### config.mk
export PLATFORM = sky130hd
export DESIGN_NAME = fft_ctrl
export DESIGN_NICKNAME = d
export VERILOG_FILES = /design/src/rtl/fft_pkg.sv /design/src/rtl/fft_ctrl_addr_gen.sv /design/src/rtl/fft_ctrl.sv
export SDC_FILE = /design/constraint.sdc
export NUM_CORES = 1
export LEC_CHECK = 0
export BUFFER_PORTS_ARGS = -buffer_cell sky130_fd_sc_hd__buf_2
export CORE_ASPECT_RATIO = 1.25
export CORE_MARGIN = 4
export CORE_UTILIZATION = 29
export CTS_CLUSTER_SIZE = 12
export DETAILED_ROUTE_END_ITERATION = 12
export SLEW_MARGIN = 25
export SYNTH_ARGS = -nofsm -noshare
export SYNTH_HDL_FRONTEND = slang
export SYNTH_SLANG_ARGS = --single-unit
### constraint.sdc
create_clock -name clk -period 8 [get_ports clk]
set_input_delay 0.4 -clock clk [delete_from_list [all_inputs] [get_ports clk]]
set_output_delay 0.4 -clock clk [all_outputs]
set_load 0.02 [all_outputs]
### src/rtl/fft_pkg.sv
`default_nettype none
// ---------------------------------------------------------------------------
// fft_pkg: FFT sequencer constants, FSM state encoding, bitrev/rotl helpers.
// Rev 1.0
// ---------------------------------------------------------------------------
package fft_pkg;

  localparam int N_LOG2_DEFAULT = 5;
  localparam int MAX_W          = 10;
  localparam int STAGE_W        = 4;

  typedef enum logic [2:0] {
    S_IDLE    = 3'd0,
    S_LOAD    = 3'd1,
    S_COMPUTE = 3'd2,
    S_DRAIN   = 3'd3,
    S_DONE    = 3'd4
  } state_t;

  // Reverse the low w bits of x; bits at and above w come back as zero.
  function automatic logic [MAX_W-1:0] bitrev(input logic [MAX_W-1:0] x, input int w);
    logic [MAX_W-1:0] y;
    logic [MAX_W-1:0] t;
    y = '0;
    t = x;
    for (int b = 0; b < MAX_W; b++) begin
      if (b < w) begin
        y = {y[MAX_W-2:0], t[0]};
        t = t >> 1;
      end
    end
    return y;
  endfunction

  // Rotate the low w bits of x left by s positions.
  function automatic logic [MAX_W-1:0] rotl(input logic [MAX_W-1:0] x, input int s, input int w);
    logic [MAX_W-1:0] mask;
    logic [MAX_W-1:0] y;
    mask = (MAX_W'(1) << w) - MAX_W'(1);
    y    = x & mask;
    for (int k = 0; k < MAX_W; k++) begin
      if (k < s) begin
        y = ((y << 1) | (y >> (w - 1))) & mask;
      end
    end
    return y;
  endfunction

endpackage
`default_nettype wire

### src/rtl/fft_ctrl_addr_gen.sv
`default_nettype none
// ---------------------------------------------------------------------------
// fft_addr_gen: maps (stage, butterfly index) to read pair and twiddle address.
// Rev 1.0
// ---------------------------------------------------------------------------
module fft_addr_gen
  import fft_pkg::*;
#(
  parameter int N_LOG2 = N_LOG2_DEFAULT
) (
  input  logic [STAGE_W-1:0] stage,
  input  logic [N_LOG2-2:0]  bfly,
  output logic [N_LOG2-1:0]  adr_a,
  output logic [N_LOG2-1:0]  adr_b,
  output logic [N_LOG2-2:0]  tw
);

  logic [N_LOG2-2:0] tw_low;

  // Twiddle keeps only the top 'stage' bits of the butterfly index.
  always_comb begin
    adr_a  = N_LOG2'(rotl(MAX_W'({bfly, 1'b0}), int'(stage), N_LOG2));
    adr_b  = N_LOG2'(rotl(MAX_W'({bfly, 1'b1}), int'(stage), N_LOG2));
    tw_low = {(N_LOG2-1){1'b1}} >> stage;
    tw     = bfly & ~tw_low;
  end

endmodule
`default_nettype wire

### src/rtl/fft_ctrl.sv
`default_nettype none
// ---------------------------------------------------------------------------
// fft_ctrl: radix-2 DIT FFT sequencer (bit-reversed load, stage/butterfly
// stepping, RAM ping-pong). Optional block scaling: FFT_BLOCK_SCALE_EN.
// Rev 1.0
// ---------------------------------------------------------------------------
module fft_ctrl
  import fft_pkg::*;
#(
  parameter int N_LOG2 = N_LOG2_DEFAULT
) (
  input  logic              clk,
  input  logic              reset_n,
  input  logic              start,
  input  logic              load_valid,
  output logic              busy,
  output logic              done,
  output logic              result_bank,
  output logic              ram0_sel_load,
  output logic              rd_bank,
  output logic [N_LOG2-1:0] rd_adr_a,
  output logic [N_LOG2-1:0] rd_adr_b,
  output logic [N_LOG2-2:0] tw_adr,
  output logic              wr_en,
  output logic [N_LOG2-1:0] wr_adr_a,
  output logic [N_LOG2-1:0] wr_adr_b,
  output logic [N_LOG2-1:0] ld_adr,
  output logic              ld_we,
  output logic              bfu_scale
);

  localparam logic [N_LOG2-1:0]  LAST_SAMPLE = '1;
  localparam logic [N_LOG2-2:0]  LAST_BFLY   = '1;
  localparam logic [STAGE_W-1:0] LAST_STAGE  = STAGE_W'(N_LOG2 - 1);
  localparam logic               FINAL_BANK  = 1'(N_LOG2 % 2);

  state_t              state, state_n;
  logic [N_LOG2-1:0]   ld_cnt, ld_cnt_n;
  logic [STAGE_W-1:0]  stage, stage_n;
  logic [N_LOG2-2:0]   bfly, bfly_n;
  logic                in_compute;
  logic [N_LOG2-1:0]   gen_a, gen_b;
  logic [N_LOG2-2:0]   gen_tw;

  fft_addr_gen #(
    .N_LOG2 (N_LOG2)
  ) u_addr_gen (
    .stage  (stage),
    .bfly   (bfly),
    .adr_a  (gen_a),
    .adr_b  (gen_b),
    .tw     (gen_tw)
  );

  always_ff @(posedge clk or negedge reset_n) begin
    if (!reset_n) begin
      state  <= S_IDLE;
      ld_cnt <= '0;
      stage  <= '0;
      bfly   <= '0;
    end else begin
      state  <= state_n;
      ld_cnt <= ld_cnt_n;
      stage  <= stage_n;
      bfly   <= bfly_n;
    end
  end

  always_comb begin
    state_n       = state;
    ld_cnt_n      = ld_cnt;
    stage_n       = stage;
    bfly_n        = bfly;
    busy          = (state != S_IDLE);
    done          = (state == S_DONE);
    ram0_sel_load = (state == S_LOAD);
    ld_we         = (state == S_LOAD) && load_valid;
    in_compute    = (state == S_COMPUTE);
    case (state)
      S_IDLE: begin
        if (start) begin
          state_n  = S_LOAD;
          ld_cnt_n = '0;
          stage_n  = '0;
          bfly_n   = '0;
        end
      end
      S_LOAD: begin
        if (load_valid) begin
          ld_cnt_n = ld_cnt + 1'b1;
          if (ld_cnt == LAST_SAMPLE) begin
            state_n = S_COMPUTE;
            stage_n = '0;
            bfly_n  = '0;
          end
        end
      end
      S_COMPUTE: begin
        bfly_n = bfly + 1'b1;
        if (bfly == LAST_BFLY) begin
          state_n = S_DRAIN;
        end
      end
      S_DRAIN: begin
        // Bubble lets the last write of this stage land before the next stage reads.
        stage_n = stage + 1'b1;
        if (stage == LAST_STAGE) begin
          state_n = S_DONE;
        end else begin
          state_n = S_COMPUTE;
        end
      end
      S_DONE: begin
        state_n = S_IDLE;
        stage_n = '0;
      end
      default: begin
        state_n = S_IDLE;
      end
    endcase
  end

  assign rd_bank  = stage[0];
  assign rd_adr_a = in_compute ? gen_a  : '0;
  assign rd_adr_b = in_compute ? gen_b  : '0;
  assign tw_adr   = in_compute ? gen_tw : '0;
  assign ld_adr   = N_LOG2'(bitrev(MAX_W'(ld_cnt), N_LOG2));

  // Write side trails the read side by the 1-cycle RAM read latency.
  always_ff @(posedge clk or negedge reset_n) begin
    if (!reset_n) begin
      wr_en       <= 1'b0;
      wr_adr_a    <= '0;
      wr_adr_b    <= '0;
      result_bank <= 1'b0;
    end else begin
      wr_en    <= in_compute;
      wr_adr_a <= rd_adr_a;
      wr_adr_b <= rd_adr_b;
      if ((state == S_DRAIN) && (stage == LAST_STAGE)) begin
        result_bank <= FINAL_BANK;
      end
    end
  end

`ifdef FFT_BLOCK_SCALE_EN
  assign bfu_scale = wr_en;
`else
  assign bfu_scale = 1'b0;
`endif

endmodule
`default_nettype wire

# Word level (Yosys, flattened, before mapping)
# Index checks and enable logic that the tools add are counted.
# totals
register_bits,28
elab_cells,103
# op_classes
eq_ne,11
reduce_logical,11
n_lt_le_gt_ge,10
add_sub_neg,3
n_shift,1
mux,37
n_bitwise,22
# op_table
operator,count
2-to-1 mux 9 bit,14
OR 5 bit,16
2-to-1 mux 5 bit,10
OR 5 x 1 -> 5 bit,4
< comparator 3 x 4 -> 1 bit (first input constant),4
2-to-1 mux 4 bit,4
one-hot mux 4 bit (4 select lines),1
2-to-1 mux 3 bit,5
one-hot mux 3 bit (4 select lines),1
one-hot mux 4 bit (3 select lines),1
AND reduction 4 bit,3
one-hot mux 5 bit (2 select lines),1
adder 4 x 1 -> 4 bit (second input constant),2
< comparator 1 x 4 -> 1 bit (first input constant),2
< comparator 2 x 4 -> 1 bit (first input constant),2
< comparator 4 bit (first input constant),2
equality test 3 x 2 -> 1 bit (second input constant),2
nonzero test 3 bit,2
adder 5 x 1 -> 5 bit (second input constant),1
equality test 5 bit (second input constant),1
AND 4 bit,1
equality test 4 x 3 -> 1 bit (second input constant),1
equality test 4 bit (second input constant),1
inequality test 2 x 1 -> 1 bit (second input constant),2
10 further kinds,12

# Depth between registers and ports, before layout
# logic_depth
depth_word,21
depth_mapped,12
depth_no_buf,10

# Hierarchy
# Synthesis repeated with hierarchy kept, for this count alone.
# hier_totals
hier_cells,264
area_unflattened_um2,2321.0
# by_module_without_submodules
module,n_inst,area_per_inst_um2,cells_each
fft_ctrl,1,1358.8,113
fft_addr_gen,1,962.2,151

# Worst setup path after synthesis
# OpenSTA, ideal clock, no wires.
# synth_timing
kind,reg2out
startpoint,register stage[1]
endpoint,output rd_adr_a[0]
stages_incl_launch_ff,12
path_slack_ns,4.664
arrival_time_ns,2.936
required_ns,7.600
cell_sequence,dfrtp_1 > inv_1 > clkbuf_1 > ha_1 > or3b_1 > buf_6 > nor3b_1 > a2111oi_2 > o22ai_1 > o21ai_1 > o211ai_1 > a31oi_1
# synth_via
elab_chain_cells,21
elab_cells_between_ends,30
# synth_rtl
item,line_no,rtl
"start, declared",fft_ctrl.sv:39,"logic [STAGE_W-1:0] stage, stage_n;"
"start signal, assigned",fft_ctrl.sv:64,stage <= stage_n;
< comparator 1 x 4 -> 1 bit,fft_pkg.sv:42,if (k < s) begin
2-to-1 mux 5 bit,fft_pkg.sv:42,
OR 5 x 1 -> 5 bit,fft_pkg.sv:43,y = ((y << 1) | (y >> (w - 1))) & mask;
2-to-1 mux 5 bit,fft_pkg.sv:42,
OR 5 bit,fft_pkg.sv:43,
2-to-1 mux 9 bit,fft_pkg.sv:42,
OR 5 bit,fft_pkg.sv:43,
2-to-1 mux 9 bit,fft_pkg.sv:42,
[... 5 more ...],--,
2-to-1 mux 9 bit,fft_pkg.sv:42,
OR 5 bit,fft_pkg.sv:43,
2-to-1 mux 9 bit,fft_pkg.sv:42,
OR 5 bit,fft_pkg.sv:43,
2-to-1 mux 9 bit,fft_pkg.sv:42,
OR 5 bit,fft_pkg.sv:43,
2-to-1 mux 5 bit *,fft_pkg.sv:42,
2-to-1 mux 5 bit *,fft_ctrl.sv:124,assign rd_adr_a = in_compute ? gen_a : '0;
"end, declared",fft_ctrl.sv:21,"output logic [N_LOG2-1:0] rd_adr_a,"
# Every way passes the cells marked *; elsewhere a longest branch is shown, timed or not.

# Final worst setup path
# layout_timing
startpoint,register stage[1]
endpoint,output rd_adr_a[2]
# Same word-level chain as after synthesis.

==> results.sh <==
export IMPL_status="finished, final reports clean"
export IMPL_power_density_nw_per_um2=379.3
export IMPL_synth_edff_count=0
export IMPL_avgViaCountPerCell=5.813
export IMPL_portBuffers=39
export IMPL_cts_resized_gates=0
export IMPL_ctsHoldBuffers=0
export IMPL_whs_ns=0.1289
export IMPL_syn_inst=315
export IMPL_layout_worst_path_cycle_share_pct=53.53
export IMPL_crit_arrival_ns=3.88
export IMPL_timing_final_crit_period_ns=4.282
export IMPL_ios=41
export IMPL_grt_max_degree=31
export IMPL_grt_overflow=0
export IMPL_p_total_uw=1024
export IMPL_finalSetupTns_ns=0
export IMPL_critPathCaptureType="output pin"
export IMPL_synth_top_cell_area_share_pct=28.54
export IMPL_netlist_area_um2=2455
export IMPL_place_detailed_hpwl_mm=5.047
export IMPL_synthDistinctLibCells=64
export IMPL_postRouteAntennaNets=0
export IMPL_clockBufferDepth=2
export IMPL_p_leak_uw=0.001197
export IMPL_antenna_found_initial=0
export IMPL_path_clk_slew_ns=0.10
export IMPL_synth_seq_area_share_pct=28.54
export IMPL_wl_per_cell_um=16.38
export IMPL_cp_slowest_stage_delay_ns=0.61
export IMPL_antennaDiodeCount=0
export IMPL_stdcell_area_um2=2699
export IMPL_fmax_mhz=233.5
export IMPL_crit_chain="inv_1 > ha_1 > or3b_1 > a22oi_1 > o2111ai_1 > a21oi_1 > o21ai_2 > a311oi_1 > nor2_1 > buf_2"
export IMPL_ys_seq_elements=28
export IMPL_ys_top_cells_by_count="nand2_1, dfrtp_1, o21ai_0, a21oi_1, nor2_1"
export IMPL_gp_congestion=0.9256
export IMPL_cts_sinks=28
export IMPL_dpl_instance_area_um2=2644
export IMPL_cts_buffers=3
export IMPL_layout_drive_gt1_share_pct=19.34
export IMPL_startpoint_type="register"
export IMPL_fin_nets=342
export IMPL_die_x_um=90.29
export IMPL_worstMarginPinSlew_ns=0.9070
export IMPL_cts_tree="built"
export IMPL_area_growth_syn_to_layout_pct=9.939
export IMPL_final_util_pct=32.75
export IMPL_die_height_um=110.9
export IMPL_htree_levels=1
export IMPL_cts_root_buf="clkbuf_8"
export IMPL_slowest_stage="dfrtp_1"
export IMPL_vias=2488
export IMPL_finalMaxSlewViolations=0
export IMPL_critPathMaxFanout=17
export IMPL_syn_num_nets=325
export IMPL_critical_path_required_ns=7.60
export IMPL_drt_total_wl_mm=7.012
export IMPL_synth_warnings=0
export IMPL_syn_avg_cell_area_um2=7.793
export IMPL_clock_skew_ns=0.005570
export IMPL_synth_async_reset_ratio_pct=100.0
export IMPL_grt_setup_unrepaired="false"
export IMPL_rows=37
export IMPL_drc=0
export IMPL_ir_worst_vdd_uv=83.18
export IMPL_yosys_top_cells_area="dfrtp_1, nand2_1, o21ai_0"
export IMPL_drtIter0Drc=394
export IMPL_core_um2=8240
export IMPL_fp_dieArea_um2=10010
export IMPL_synth_flop_cell="dfrtp_1"
export IMPL_report_final_hold_viol_count=0
export IMPL_clock_latency_ns=0.27
export IMPL_r2r_cells=9
export IMPL_criticalPathCategory="register to output pin"
export IMPL_relSlewSlack_pct=39.54
export IMPL_yosysTopAreaCell="dfrtp_1"
export IMPL_setup_violations=0
export IMPL_post_cts_buffers=0
export IMPL_grtUsageTotal_pct=13.57
export IMPL_yosysMostFrequentCell="nand2_1"
export IMPL_min_path_type="input pin to asynchronous set/reset pin"
export IMPL_initial_core_util_pct=29.79
export IMPL_dr_pass1_iters=5
export IMPL_maxCapViolCount=0
export IMPL_grt_pass1_vias=2231
export IMPL_grt_pass1_wl_mm=11.40
## metal layers
| layer | vias to the layer above | GRT usage (%) | wire, um |
|---|---|---|---|
| met5 | - | 0 | 0 |
| met1 | 1139 | 17.64 | 2955 |
| met2 | 135 | 22.33 | 3341 |
| met3 | 19 | 2.172 | 517 |
| met4 | 0 | 5.516 | 197 |
| li1 | 1195 | - | - |
## logic make-up (layout without fill, tap and decap cells)
family | after synthesis | after routing | share of synthesized area [%]
compound gates | 114 | 114 | 33.18
fa+ha+maj | 6 | 6 | 3.058
buf+inv | 39 | 55 | 7.187
flops | 28 | 28 | 28.54
mux | 6 | 6 | 2.599
other cells | 1 | 1 | 0.1528
simple gates | 121 | 121 | 25.28
## worst max-delay path: cells and delay by family, from the launching register on
kind | cells | cell delay, ns
buf+inv | 2 | 0.57
compound gates | 5 | 1.36
fa+ha+maj | 1 | 0.43
simple gates | 2 | 0.61
flops | 1 | 0.61
## registers in the layout (all words and copies together) (netlist names)
register	count
ld_cnt	5
wr_adr_a	5
wr_adr_b	5
result_bank	1
wr_en	1
bfly	4
state	3
stage	4
## power breakdown
| group | internal (uW) | total (uW) | switching, uW |
|---|---|---|---|
| Sequential | 165 | 220 | 55.1 |
| Clock | 44.1 | 89.4 | 45.3 |
| Combinational | 250 | 714 | 464 |
## worst paths after layout
path                              from     endpoint  slack [ns]
hold reg to reg            result_bank  result_bank        0.47
setup / recovery              stage[1]  rd_adr_a[2]        3.72
hold / removal                 reset_n     state[2]        0.13
min in group clk           result_bank  result_bank        0.47
max in group asynchronous      reset_n      bfly[3]        7.47
setup reg to reg              stage[1]  wr_adr_a[2]        4.45
## layout make-up
cell class / instances / area, um2
Clock buffer: 4 / 55.05
Fill cell: 860 / 5542
Inverter: 11 / 41.29
Multi-Input combinational cell: 248 / 1578
Sequential cell: 28 / 700.7
Tap cell: 97 / 121.4
Timing Repair Buffer: 40 / 202.7
## placed cells by master (no fill, tap or decap), types with 2 or more instances in the layout
master	netlist	routed
dfrtp_1	28	28
o21ai_1	10	10
or3_1	4	4
a311oi_1	4	4
nand3b_1	2	2
o31ai_1	3	3
a21o_1	3	3
mux2i_1	3	3
a31oi_1	5	5
nor3_1	12	12
and3_1	4	4
a21oi_1	23	23
nand3_1	8	8
nand2b_1	5	5
a32o_1	2	2
or2_2	4	4
ha_1	6	6
buf_2	6	39
nor2b_1	4	4
a22oi_1	6	6
nand2_1	35	35
nand4_1	3	3
inv_1	10	10
mux2_2	3	3
a211oi_1	5	5
o211ai_1	3	3
nor3b_1	4	4
o22ai_1	5	5
nor2_1	22	22
clkbuf_8	0	4
and2_1	5	5
a22o_1	4	4
o21ai_0	24	24
## per-stage QoR
| step | setup slack [ns] | std cells |
|---|---|---|
| after floorplan | 4.664 | 315 |
| after global placement | 4.092 | 424 |
| after detailed placement | 4.080 | 424 |
| after CTS | 3.748 | 428 |
| after global routing | 3.478 | 428 |
| final | 3.718 | 428 |
(Power assumes the default switching activity.)
